File: src/rtl/jtcps_cen_pkg.sv
// Shared defaults and common 48 MHz-domain clock-enable ratios for jtcps_multicen.
package jtcps_cen_pkg;

  localparam int unsigned DEF_CH = 4;
  localparam int unsigned DEF_W  = 10;
  localparam int unsigned DEF_R  = 4;

  // 48 MHz -> 10 MHz
  localparam int unsigned CEN10_NUM = 5;
  localparam int unsigned CEN10_DEN = 24;
  // 48 MHz -> 12 MHz
  localparam int unsigned CEN12_NUM = 1;
  localparam int unsigned CEN12_DEN = 4;
  // 48 MHz -> 16 MHz
  localparam int unsigned CEN16_NUM = 1;
  localparam int unsigned CEN16_DEN = 3;
  // 48 MHz -> 8 MHz
  localparam int unsigned CEN8_NUM  = 1;
  localparam int unsigned CEN8_DEN  = 6;
  // 48 MHz -> 4 MHz
  localparam int unsigned CEN4_NUM  = 1;
  localparam int unsigned CEN4_DEN  = 12;

endpackage

File: src/rtl/jtcps_cen_acc.sv
// One fractional clock-enable channel: main accumulator (cen), half-period
// shifted accumulator (cenb), optional replay counter for held pulses, ratio check.
module jtcps_cen_acc #(
  parameter int unsigned W       = 10,
  parameter int unsigned R       = 4,
  parameter int unsigned RECOVER = 1
) (
  input  logic         clk,
  input  logic         rstn,
  input  logic         sync,
  input  logic [W-1:0] num,
  input  logic [W-1:0] den,
  input  logic         hold,
  output logic         cen,
  output logic         cenb,
  output logic         err
);

  localparam logic [R-1:0] PEND_MAX = '1;

  logic [W-1:0] acc_q, acc_d;
  logic [W-1:0] accb_q, accb_d;
  logic [R-1:0] pend_q, pend_d;
  logic         cen_q, cen_d;
  logic         cenb_q, cenb_d;
  logic         err_q, err_d;

  logic         invalid;
  logic         ovf, ovfb;
  logic [W-1:0] acc_nx, accb_nx;
  logic [W-1:0] half;

  // One accumulator step. An accumulator left >= den by a ratio change (or by a
  // period of invalid ratio) is cleared before adding, so the W+1-bit sum can
  // never wrap. Returns {overflow, next value}.
  function automatic logic [W:0] acc_step(input logic [W-1:0] a,
                                          input logic [W-1:0] n,
                                          input logic [W-1:0] d);
    logic [W-1:0] a_c;
    logic [W:0]   s;
    logic [W:0]   r;
    a_c = (a >= d) ? '0 : a;
    s   = {1'b0, a_c} + {1'b0, n};
    if (s >= {1'b0, d}) begin
      s = s - {1'b0, d};
      r = {1'b1, s[W-1:0]};
    end else begin
      r = {1'b0, s[W-1:0]};
    end
    return r;
  endfunction

  // Next-state computation for both accumulators, pending counter and outputs
  always_comb begin
    invalid = (den == '0) || (num > den);
    half    = den >> 1;
    {ovf, acc_nx}   = acc_step(acc_q, num, den);
    {ovfb, accb_nx} = acc_step(accb_q, num, den);

    acc_d  = acc_q;
    accb_d = accb_q;
    pend_d = pend_q;
    cen_d  = 1'b0;
    cenb_d = 1'b0;
    err_d  = invalid;

    if (sync) begin
      acc_d  = '0;
      accb_d = half;
      pend_d = '0;
    end else if (!invalid) begin
      acc_d  = acc_nx;
      accb_d = accb_nx;
      cenb_d = ovfb;
      if (hold) begin
        if (ovf && pend_q != PEND_MAX) pend_d = pend_q + R'(1);
      end else begin
        // Replayed pulses only use cycles without a fresh overflow, so cen
        // never carries more than one pulse per cycle.
        cen_d = ovf | (pend_q != '0);
        if (!ovf && pend_q != '0) pend_d = pend_q - R'(1);
      end
    end

    if (RECOVER == 0) pend_d = '0;
  end

  // State and registered outputs, synchronous active-low reset
  always_ff @(posedge clk) begin
    if (!rstn) begin
      acc_q  <= '0;
      accb_q <= den >> 1;
      pend_q <= '0;
      cen_q  <= 1'b0;
      cenb_q <= 1'b0;
      err_q  <= 1'b0;
    end else begin
      acc_q  <= acc_d;
      accb_q <= accb_d;
      pend_q <= pend_d;
      cen_q  <= cen_d;
      cenb_q <= cenb_d;
      err_q  <= err_d;
    end
  end

  assign cen  = cen_q;
  assign cenb = cenb_q;
  assign err  = err_q;

endmodule

File: src/rtl/jtcps_multicen.sv
// Multi-channel fractional clock-enable generator: unpacks per-channel ratios
// and fans sync out to CH independent jtcps_cen_acc channels.
module jtcps_multicen
  import jtcps_cen_pkg::*;
#(
  parameter int unsigned CH      = DEF_CH,
  parameter int unsigned W       = DEF_W,
  parameter int unsigned RECOVER = 1,
  parameter int unsigned R       = DEF_R
) (
  input  logic            clk,
  input  logic            rstn,
  input  logic [CH*W-1:0] num,
  input  logic [CH*W-1:0] den,
  input  logic [CH-1:0]   hold,
  input  logic            sync,
  output logic [CH-1:0]   cen,
  output logic [CH-1:0]   cenb,
  output logic [CH-1:0]   err
);

  for (genvar i = 0; i < CH; i++) begin : g_ch
    jtcps_cen_acc #(
      .W       (W),
      .R       (R),
      .RECOVER (RECOVER)
    ) u_acc (
      .clk  (clk),
      .rstn (rstn),
      .sync (sync),
      .num  (num[i*W +: W]),
      .den  (den[i*W +: W]),
      .hold (hold[i]),
      .cen  (cen[i]),
      .cenb (cenb[i]),
      .err  (err[i])
    );
  end

endmodule

File: config.mk
export PLATFORM = sky130hd
export DESIGN_NAME = jtcps_multicen
export DESIGN_NICKNAME = d
export VERILOG_FILES = /design/src/rtl/jtcps_cen_pkg.sv /design/src/rtl/jtcps_cen_acc.sv /design/src/rtl/jtcps_multicen.sv
export SDC_FILE = /design/constraint.sdc
export NUM_CORES = 1
export LEC_CHECK = 0
export ABC_AREA = 1
export CAP_MARGIN = 20
export CORE_UTILIZATION = 60
export CTS_CLUSTER_SIZE = 8
export DETAILED_ROUTE_END_ITERATION = 10
export PLACE_DENSITY = 0.8
export SYNTH_ARGS = -nofsm -noshare
export SYNTH_HDL_FRONTEND = slang
export SYNTH_HIERARCHICAL = 1
export SYNTH_SLANG_ARGS = --single-unit
File: constraint.sdc
create_clock -name clk -period 12.1 [get_ports clk]
set_input_delay 3.63 -clock clk [delete_from_list [all_inputs] [get_ports clk]]
set_output_delay 3.63 -clock clk [all_outputs]
set_load 0.02 [all_outputs]
==> impl_metrics.sql, run 1 <==
INSERT INTO impl_metrics (metric_group, metric, value, unit) VALUES
('status', 'status', 'complete, no violations', ''),
('sta', 'fmax', '0.118', 'GHz'),
('yosys', 'avgSynthCellArea', '6.75', 'um^2'),
('critical_path', 'crit_type', 'primary input to register', ''),
('sta', 'timing.setup.tns', '0', 'ns'),
('clocking', 'clkLatencyLatePin', '0.37', 'ns'),
('yosys', 'synth.cell_area', '16400', 'um^2'),
('layout', 'drive_gt1_share', '5.80', '%'),
('critical_path', 'worst_path_dominant_cell_family', 'simple AND/OR/NAND/NOR gates', ''),
('power_and_ir_drop', 'intPower', '2240', 'uW'),
('route', 'antenna_left', '0', ''),
('hold_path', 'hold_path_class', 'register to register', ''),
('yosys', 'synth.area.top_cells', 'ha_1 (22%), nand2_1 (13%), dfxtp_1 (8.8%), inv_1 (8.3%), edfxtp_1 (6.6%)', ''),
('sta', 'setup_viol_count_final', '0', ''),
('power_and_ir_drop', 'power.leakage', '0.00938', 'uW'),
('yosys', 'synthMostInstantiatedCell', 'nand2_1', ''),
('power_and_ir_drop', 'pwr-share-seq', '11.4', '%'),
('yosys', 'ys_async_rst_share', '0', '%'),
('power_and_ir_drop', 'switching_power', '2920', 'uW'),
('die', 'floorplan.die.width', '167', 'um'),
('global_route', 'grt_antenna_before_repair', '0', ''),
('power_and_ir_drop', 'worst_ir_drop_vdd', '0.000280', 'V'),
('sta', 'tightest_slew', '1.02', 'ns'),
('global_route', 'grt_overflow', '0', ''),
('sta', 'relSlewSlack', '32.0', '%'),
('clocking', 'cts.hold.buffers_added', '0', ''),
('critical_path', 'slowest_cell_on_crit_path', 'clkdlybuf4s50_1', ''),
('global_route', 'gr-usage-all-layers', '32.2', '%'),
('sta', 'rsz0062_at_grt', 'no', ''),
('clocking', 'cts-root-to-sink-buffers', '2', ''),
('route', 'first_pass_iters', '6', ''),
('clocking', 'clock-sinks', '108', ''),
('sta', 'final-hold-violation-count', '0', ''),
('clocking', 'clk_pin_slew_worst_paths', '0.08', 'ns'),
('power_and_ir_drop', 'swShare', '56.6', '%'),
('yosys', 'synth-edff-count', '36', ''),
('clocking', 'tritoncts.num_buffers', '9', ''),
('placed_design', 'routabilityCongestion', '1.03', ''),
('clocking', 'clock_tree_from_tritoncts', 'yes', ''),
('yosys', 'ys_ff_latch', '108', ''),
('run', 'maxCapViolCount', '0', ''),
('die', 'std_cell_rows', '60', ''),
('die', 'boundaryPins', '99', ''),
('route', 'avgRoutedWirePerCell', '15.7', 'um'),
('clocking', 'h-tree-depth', '3', ''),
('placed_design', 'detailedPlacementHpwl', '36800', 'um'),
('sta', 'layout_worst_path_cycle_share', '69.9', '%'),
('critical_path', 'worst-endpoint-arrival', '8.69', 'ns'),
('die', 'die-area', '28100', 'um^2'),
('power_and_ir_drop', 'power.clock.fraction', '5.9', '%'),
('critical_path', 'critPathRequiredTime', '12.33', 'ns'),
('yosys', 'synth.top_cell.area_share', '21.9', '%'),
('yosys', 'synth_largest_area_cell', 'ha_1', ''),
('yosys', 'most_used_flip_flop_cell_after_synthesis', 'dfxtp_1', ''),
('critical_path', 'crit_path_start_kind', 'primary input', ''),
('critical_path', 'setup.worst_path.end_class', 'register', ''),
('critical_path', 'timing.critical_path.slowest_cell_delay', '0.61', 'ns'),
('layout', 'layout.nets', '2925', ''),
('route', 'detailroute.via_count', '16477', ''),
('yosys', 'synthTopCellsByCount', 'nand2_1 (563), inv_1 (364), ha_1 (288)', ''),
('sta', 'timing.clock.skew', '0.0151', 'ns'),
('clocking', 'cts-resized-gates', '0', ''),
('layout', 'areaGrowthSynthToFinish', '9.65', '%'),
('critical_path', 'critPathMostFrequentCell', 'nand2_1', ''),
('global_route', 'grt_start_max_net_pins', '23', ''),
('yosys', 'synth-seq-area-share', '15.3', '%'),
('critical_path', 'critical_path_buf_inv_count', '3', ''),
('layout', 'antenna_cells', '0', ''),
('die', 'core-area', '26900', 'um^2'),
('route', 'postRouteWirelength', '45000', 'um'),
('sta', 'period_minus_slack', '8.46', 'ns');
## worst min-delay path, cell delays in order (launching register included)
cell and delay [ns]:
dfxtp_1 0.33, nand2_1 0.07, nand2_1 0.04
## registers in the layout, indices dropped and copies added, names as in the netlist
signal and cells:
g_ch.u_acc/acc_q 40, g_ch.u_acc/accb_q 40, g_ch.u_acc/cen 4, g_ch.u_acc/cenb 4, g_ch.u_acc/err 4, g_ch.u_acc/pend_q 16
## power groups by stage
stage	clock network, uW	logic [uW]	registers (uW)
6_report	305	4260	587
5_1_grt	323	4770	597
4_1_cts	312	4180	584
3_5_place_dp	0	4160	590
3_3_place_gp	0	4070	589
2_1_floorplan	0	3380	567
## cell usage in the layout (no fill, tap or decap), drive strengths merged, types with 3 or more instances in the layout
cell           Yosys  routed
nand2            595     595
inv              382     386
ha               288     288
nor2             285     285
nand3            186     186
a21oi            144     144
o21ai            101     101
clkdlybuf4s50      0      98
xor2              79      79
dfxtp             72      72
nand4             44      44
edfxtp            36      36
xnor2             33      33
o22ai             32      32
a21o              20      20
fa                20      20
o211ai            18      18
nor3              18      18
a31oi             16      16
o21bai            13      13
nor4              10      10
clkbuf             7       9
a211oi             4       4
nand3b             4       4
o21a               4       4
a21boi             4       4
or2                4       4
clkinv             2       3
## cell families after synthesis
logic type	count (synthesis)	synth area share [%]
AOI/OAI and AO/OA	358	13.6
xor gates and xnor gates	112	5.97
adders and majority gates	308	24.4
buffers and inverters	400	9.60
DFF	108	15.3
and+or+nand+nor	1149	31.1
## final timing paths
kind | start | to | slack, ns | depth (start not counted)
setup reg to reg | g_ch[1].u_acc/accb_q[4] | g_ch[1].u_acc/accb_q[6] | 7.15 | 22
hold reg to reg | g_ch[1].u_acc/accb_q[9] | g_ch[1].u_acc/accb_q[9] | 0.48 | 2
hold / removal | g_ch[1].u_acc/accb_q[9] | g_ch[1].u_acc/accb_q[9] | 0.48 | 2
setup / recovery | den[18] | g_ch[1].u_acc/accb_q[6] | 3.64 | 26
## through the flow
step                cells  worst slack, ns  cell area (um^2)  util [%]  hold slack [ns]
finish               2876             3.64             18000      67.0            0.479
global route         2876             3.18             18000      67.0            0.492
CTS                  2876             3.75             18000      67.0            0.480
detailed placement   2860             3.37             17700      66.0            0.468
global placement     2860             3.48             17700      66.0            0.465
floorplan            2435             4.62             16400         -            0.446
## layer usage
metal  global-route usage, %  wire (um)
met1                    42.1      19800
met2                    54.4      20600
met3                    4.23       3460
met4                    11.0       1180
met5                       0          0
## area by class of cell
| cell class | instances | area [um^2] |
|---|---|---|
| multi-input cells | 1927 | 12300 |
| fillers | 2436 | 8860 |
| flip-flops and latches | 108 | 2520 |
| inverters | 384 | 1440 |
| repair buffers | 100 | 996 |
| well taps | 341 | 427 |
| clock buffers | 9 | 225 |
| clock inverters | 7 | 68.8 |
No activity file was read; power rests on OpenSTA's default activity.
==> run 2, diff against run 1 <==
- CORE_UTILIZATION: 60 -> 57
- clock period: 12.1 -> 7 ns (I/O delays scaled with it)
==> run 2 against run 1 <==
Net effect:
- via count is 0.79% higher
- worst setup slack lost 3.3 ns
- clock skew fell by 0.00080 ns
- flip-flop and latch count is the same
- combinational power increased by 75%
- global-route usage shrank 0.13 points
- first-iteration DRC count decreased by 9.1%
- largest cell class unchanged
- sequential power grew 74%
- register-to-register slack got worse by 4.9 ns
==> impl_metrics.sql, run 2 (synthesis gave the netlist of run 1 again) <==
INSERT INTO impl_metrics (metric_group, metric, value, unit) VALUES
('sta', 'timing.setup.tns', '0', 'ns'),
('critical_path', 'crit_type', 'primary input to register', ''),
('critical_path', 'slowest_cell_on_crit_path', 'clkdlybuf4s50_1', ''),
('global_route', 'gr-usage-all-layers', '32.1', '%'),
('sta', 'fmax', '0.151', 'GHz'),
('critical_path', 'crit_path_start_kind', 'primary input', ''),
('critical_path', 'critical_path_buf_inv_count', '3', ''),
('critical_path', 'worst_setup_path_endpoint', 'g_ch[0].u_acc/accb_q[8]', ''),
('critical_path', 'worstSetupPathDepth', '25', ''),
('route', 'drc_errors_left', '0', ''),
('clocking', 'clock-sinks', '108', ''),
('clocking', 'clk_pin_slew_worst_paths', '0.08', 'ns'),
('route', 'postRouteWirelength', '46500', 'um'),
('layout', 'layout.nets', '2964', ''),
('hold_path', 'hold_path_class', 'register to register', ''),
('clocking', 'clkLatencyLatePin', '0.37', 'ns'),
('placed_design', 'detailedPlacementHpwl', '38300', 'um'),
('die', 'initial_core_util', '58.5', '%'),
('route', 'avgRoutedWirePerCell', '15.7', 'um'),
('critical_path', 'timing.critical_path.slowest_cell_delay', '0.50', 'ns'),
('sta', 'setup_viol_count_final', '0', ''),
('die', 'boundaryPins', '99', ''),
('global_route', 'groute.layer.met1.usage', '40.9', '%'),
('critical_path', 'setup.worst_path.start', 'den[7]', ''),
('layout', 'drive_gt1_share', '7.19', '%'),
('global_route', 'grt_start_max_net_pins', '23', ''),
('critical_path', 'worst-endpoint-arrival', '6.84', 'ns'),
('power_and_ir_drop', 'worst_ir_drop_vdd', '0.000510', 'V'),
('critical_path', 'worst_path_dominant_cell_family', 'simple AND/OR/NAND/NOR gates', ''),
('route', 'drtIter0Drc', '1301', ''),
('route', 'detailroute.via_count', '16607', ''),
('clocking', 'cts-root-to-sink-buffers', '2', ''),
('layout', 'antenna_cells', '0', ''),
('critical_path', 'reg_to_reg_setup_timing_slack', '2.24', 'ns'),
('clocking', 'clock_tree_from_tritoncts', 'yes', ''),
('layout', 'layout.cell_area.non_filler', '18300', 'um^2'),
('global_route', 'use_met2', '55.4', '%'),
('critical_path', 'r2r.worst_path.cells', '23', ''),
('layout', 'biggestRegsByFlops', 'g_ch.u_acc/acc_q x40, g_ch.u_acc/accb_q x40, g_ch.u_acc/pend_q x16', ''),
('placed_design', 'io_buffers', '98', ''),
('critical_path', 'critPathRequiredTime', '7.20', 'ns'),
('run', 'maxCapViolCount', '0', ''),
('sta', 'layout_worst_path_cycle_share', '94.7', '%'),
('power_and_ir_drop', 'power.leakage', '0.00957', 'uW'),
('status', 'status', 'complete, no violations', ''),
('sta', 'slew_violations', '0', ''),
('clocking', 'clock-root-buffer', 'clkbuf_16', ''),
('critical_path', 'critPathMostFrequentCell', 'nand2_1', ''),
('global_route', 'grt_most_used_layer', 'met2', ''),
('sta', 'final-hold-violation-count', '0', ''),
('placed_design', 'routabilityCongestion', '0.996', ''),
('die', 'floorplan.die.width', '172', 'um'),
('sta', 'period_minus_slack', '6.63', 'ns'),
('layout', 'most_common_cell_after_layout_fill_and_taps_aside', 'nand2_1', ''),
('sta', 'timing.clock.skew', '0.0143', 'ns'),
('global_route', 'grt_overflow', '0', ''),
('global_route', 'grt_pass1_wl', '76100', 'um'),
('sta', 'relSlewSlack', '34.9', '%'),
('route', 'antenna_left', '0', ''),
('layout', 'layout.cells.most_common_list', 'nand2_1 (563), inv_1 (364), ha_1 (288), nor2_1 (271), nand3_1 (173)', ''),
('global_route', 'grt_antenna_before_repair', '0', ''),
('sta', 'rsz0062_at_grt', 'no', ''),
('layout', 'areaGrowthSynthToFinish', '11.6', '%'),
('route', 'first_pass_iters', '5', ''),
('power_and_ir_drop', 'p_per_area', '490', 'nW/um^2'),
('clocking', 'post_cts_buffers', '0', ''),
('clocking', 'cts.hold.buffers_added', '0', ''),
('global_route', 'grt_util_met3', '4.12', '%'),
('global_route', 'first_global_vias', '16101', ''),
('die', 'floorplan.die.height', '172', 'um'),
('clocking', 'tritoncts.num_buffers', '9', ''),
('die', 'die-area', '29500', 'um^2'),
('clocking', 'cts-resized-gates', '0', ''),
('critical_path', 'reg2reg_from', 'g_ch[1].u_acc/accb_q[5]', ''),
('sta', 'tightest_slew', '0.973', 'ns'),
('critical_path', 'critPathMaxFanout', '13', ''),
('clocking', 'h-tree-depth', '3', ''),
('die', 'std_cell_rows', '61', ''),
('critical_path', 'setup.worst_path.end_class', 'register', ''),
('die', 'core-area', '28100', 'um^2'),
('route', 'routed_via_density', '5.63', ''),
('critical_path', 'regToRegEndpoint', 'g_ch[1].u_acc/accb_q[8]', ''),
('placed_design', 'placed_cell_area', '18100', 'um^2');
-- run 2: routing by layer --
metal | vias to the layer above | part of all wire, %
met5 | - | 0
met4 | 0 | 2.7
met3 | 96 | 6.7
met2 | 566 | 46
met1 | 7622 | 44
li1 | 8323 | -
-- run 2: worst min-delay path by stage --
stage	start	endpoint	slack [ns]	cells after the start
after detailed placement	g_ch[3].u_acc/accb_q[9]	g_ch[3].u_acc/accb_q[9]	0.48	2
after floorplan	g_ch[1].u_acc/accb_q[9]	g_ch[1].u_acc/accb_q[9]	0.45	2
after CTS	g_ch[3].u_acc/accb_q[9]	g_ch[3].u_acc/accb_q[9]	0.49	2
final	g_ch[3].u_acc/accb_q[9]	g_ch[3].u_acc/accb_q[9]	0.50	2
after global placement	g_ch[0].u_acc/acc_q[9]	g_ch[0].u_acc/acc_q[9]	0.48	2
after global routing	g_ch[3].u_acc/acc_q[5]	g_ch[3].u_acc/acc_q[5]	0.51	2
-- run 2: layout make-up --
class	count	area, um^2
Multi-Input combinational cell	1927	12300
Fill cell	2616	9740
Sequential cell	108	2520
Inverter	384	1440
Timing Repair Buffer	139	1290
Tap cell	378	473
Clock buffer	10	229
Clock inverter	6	48.8
-- run 2: through the flow --
step / util [%] / total power [uW] / hold slack, ns / setup slack (ns) / cells
after global routing: 65.3 / 9980 / 0.510 / 0.0378 / 2952
after global placement: 64.3 / 8160 / 0.479 / 0.107 / 2936
final: 65.3 / 8990 / 0.496 / 0.369 / 2952
after detailed placement: 64.3 / 8310 / 0.482 / 0.126 / 2936
after floorplan: - / 6830 / 0.446 / 1.05 / 2435
after CTS: 65.3 / 8880 / 0.495 / 0.470 / 2952
-- run 2: report_power, final --
part	internal [uW]	switching, uW
Combinational	2810	4640
Sequential	877	145
Clock	247	269
-- run 2: worst register-to-register path, stage by stage, from the launching register on --
cell      delay, ns
edfxtp_1       0.47
ha_1           0.34
nand2_1        0.10
nor4_1         0.28
nand3_1        0.11
nand4_1        0.10
buf_4          0.17
nor2_1         0.05
ha_1           0.24
fa_1           0.43
nand3_1        0.13
o211ai_2       0.10
xor2_1         0.25
inv_1          0.09
ha_1           0.34
a21oi_1        0.18
o21ai_1        0.12
nand2_1        0.08
nand3_1        0.12
a21oi_2        0.39
buf_4          0.21
nand3_1        0.07
nand3_1        0.09
nand2_1        0.07
==> run 3, diff against run 2 <==
- HOLD_SLACK_MARGIN: not set -> 0.06
==> results of run 3 <==
The final DEF is identical to that of run 2; final timing and power are the same.
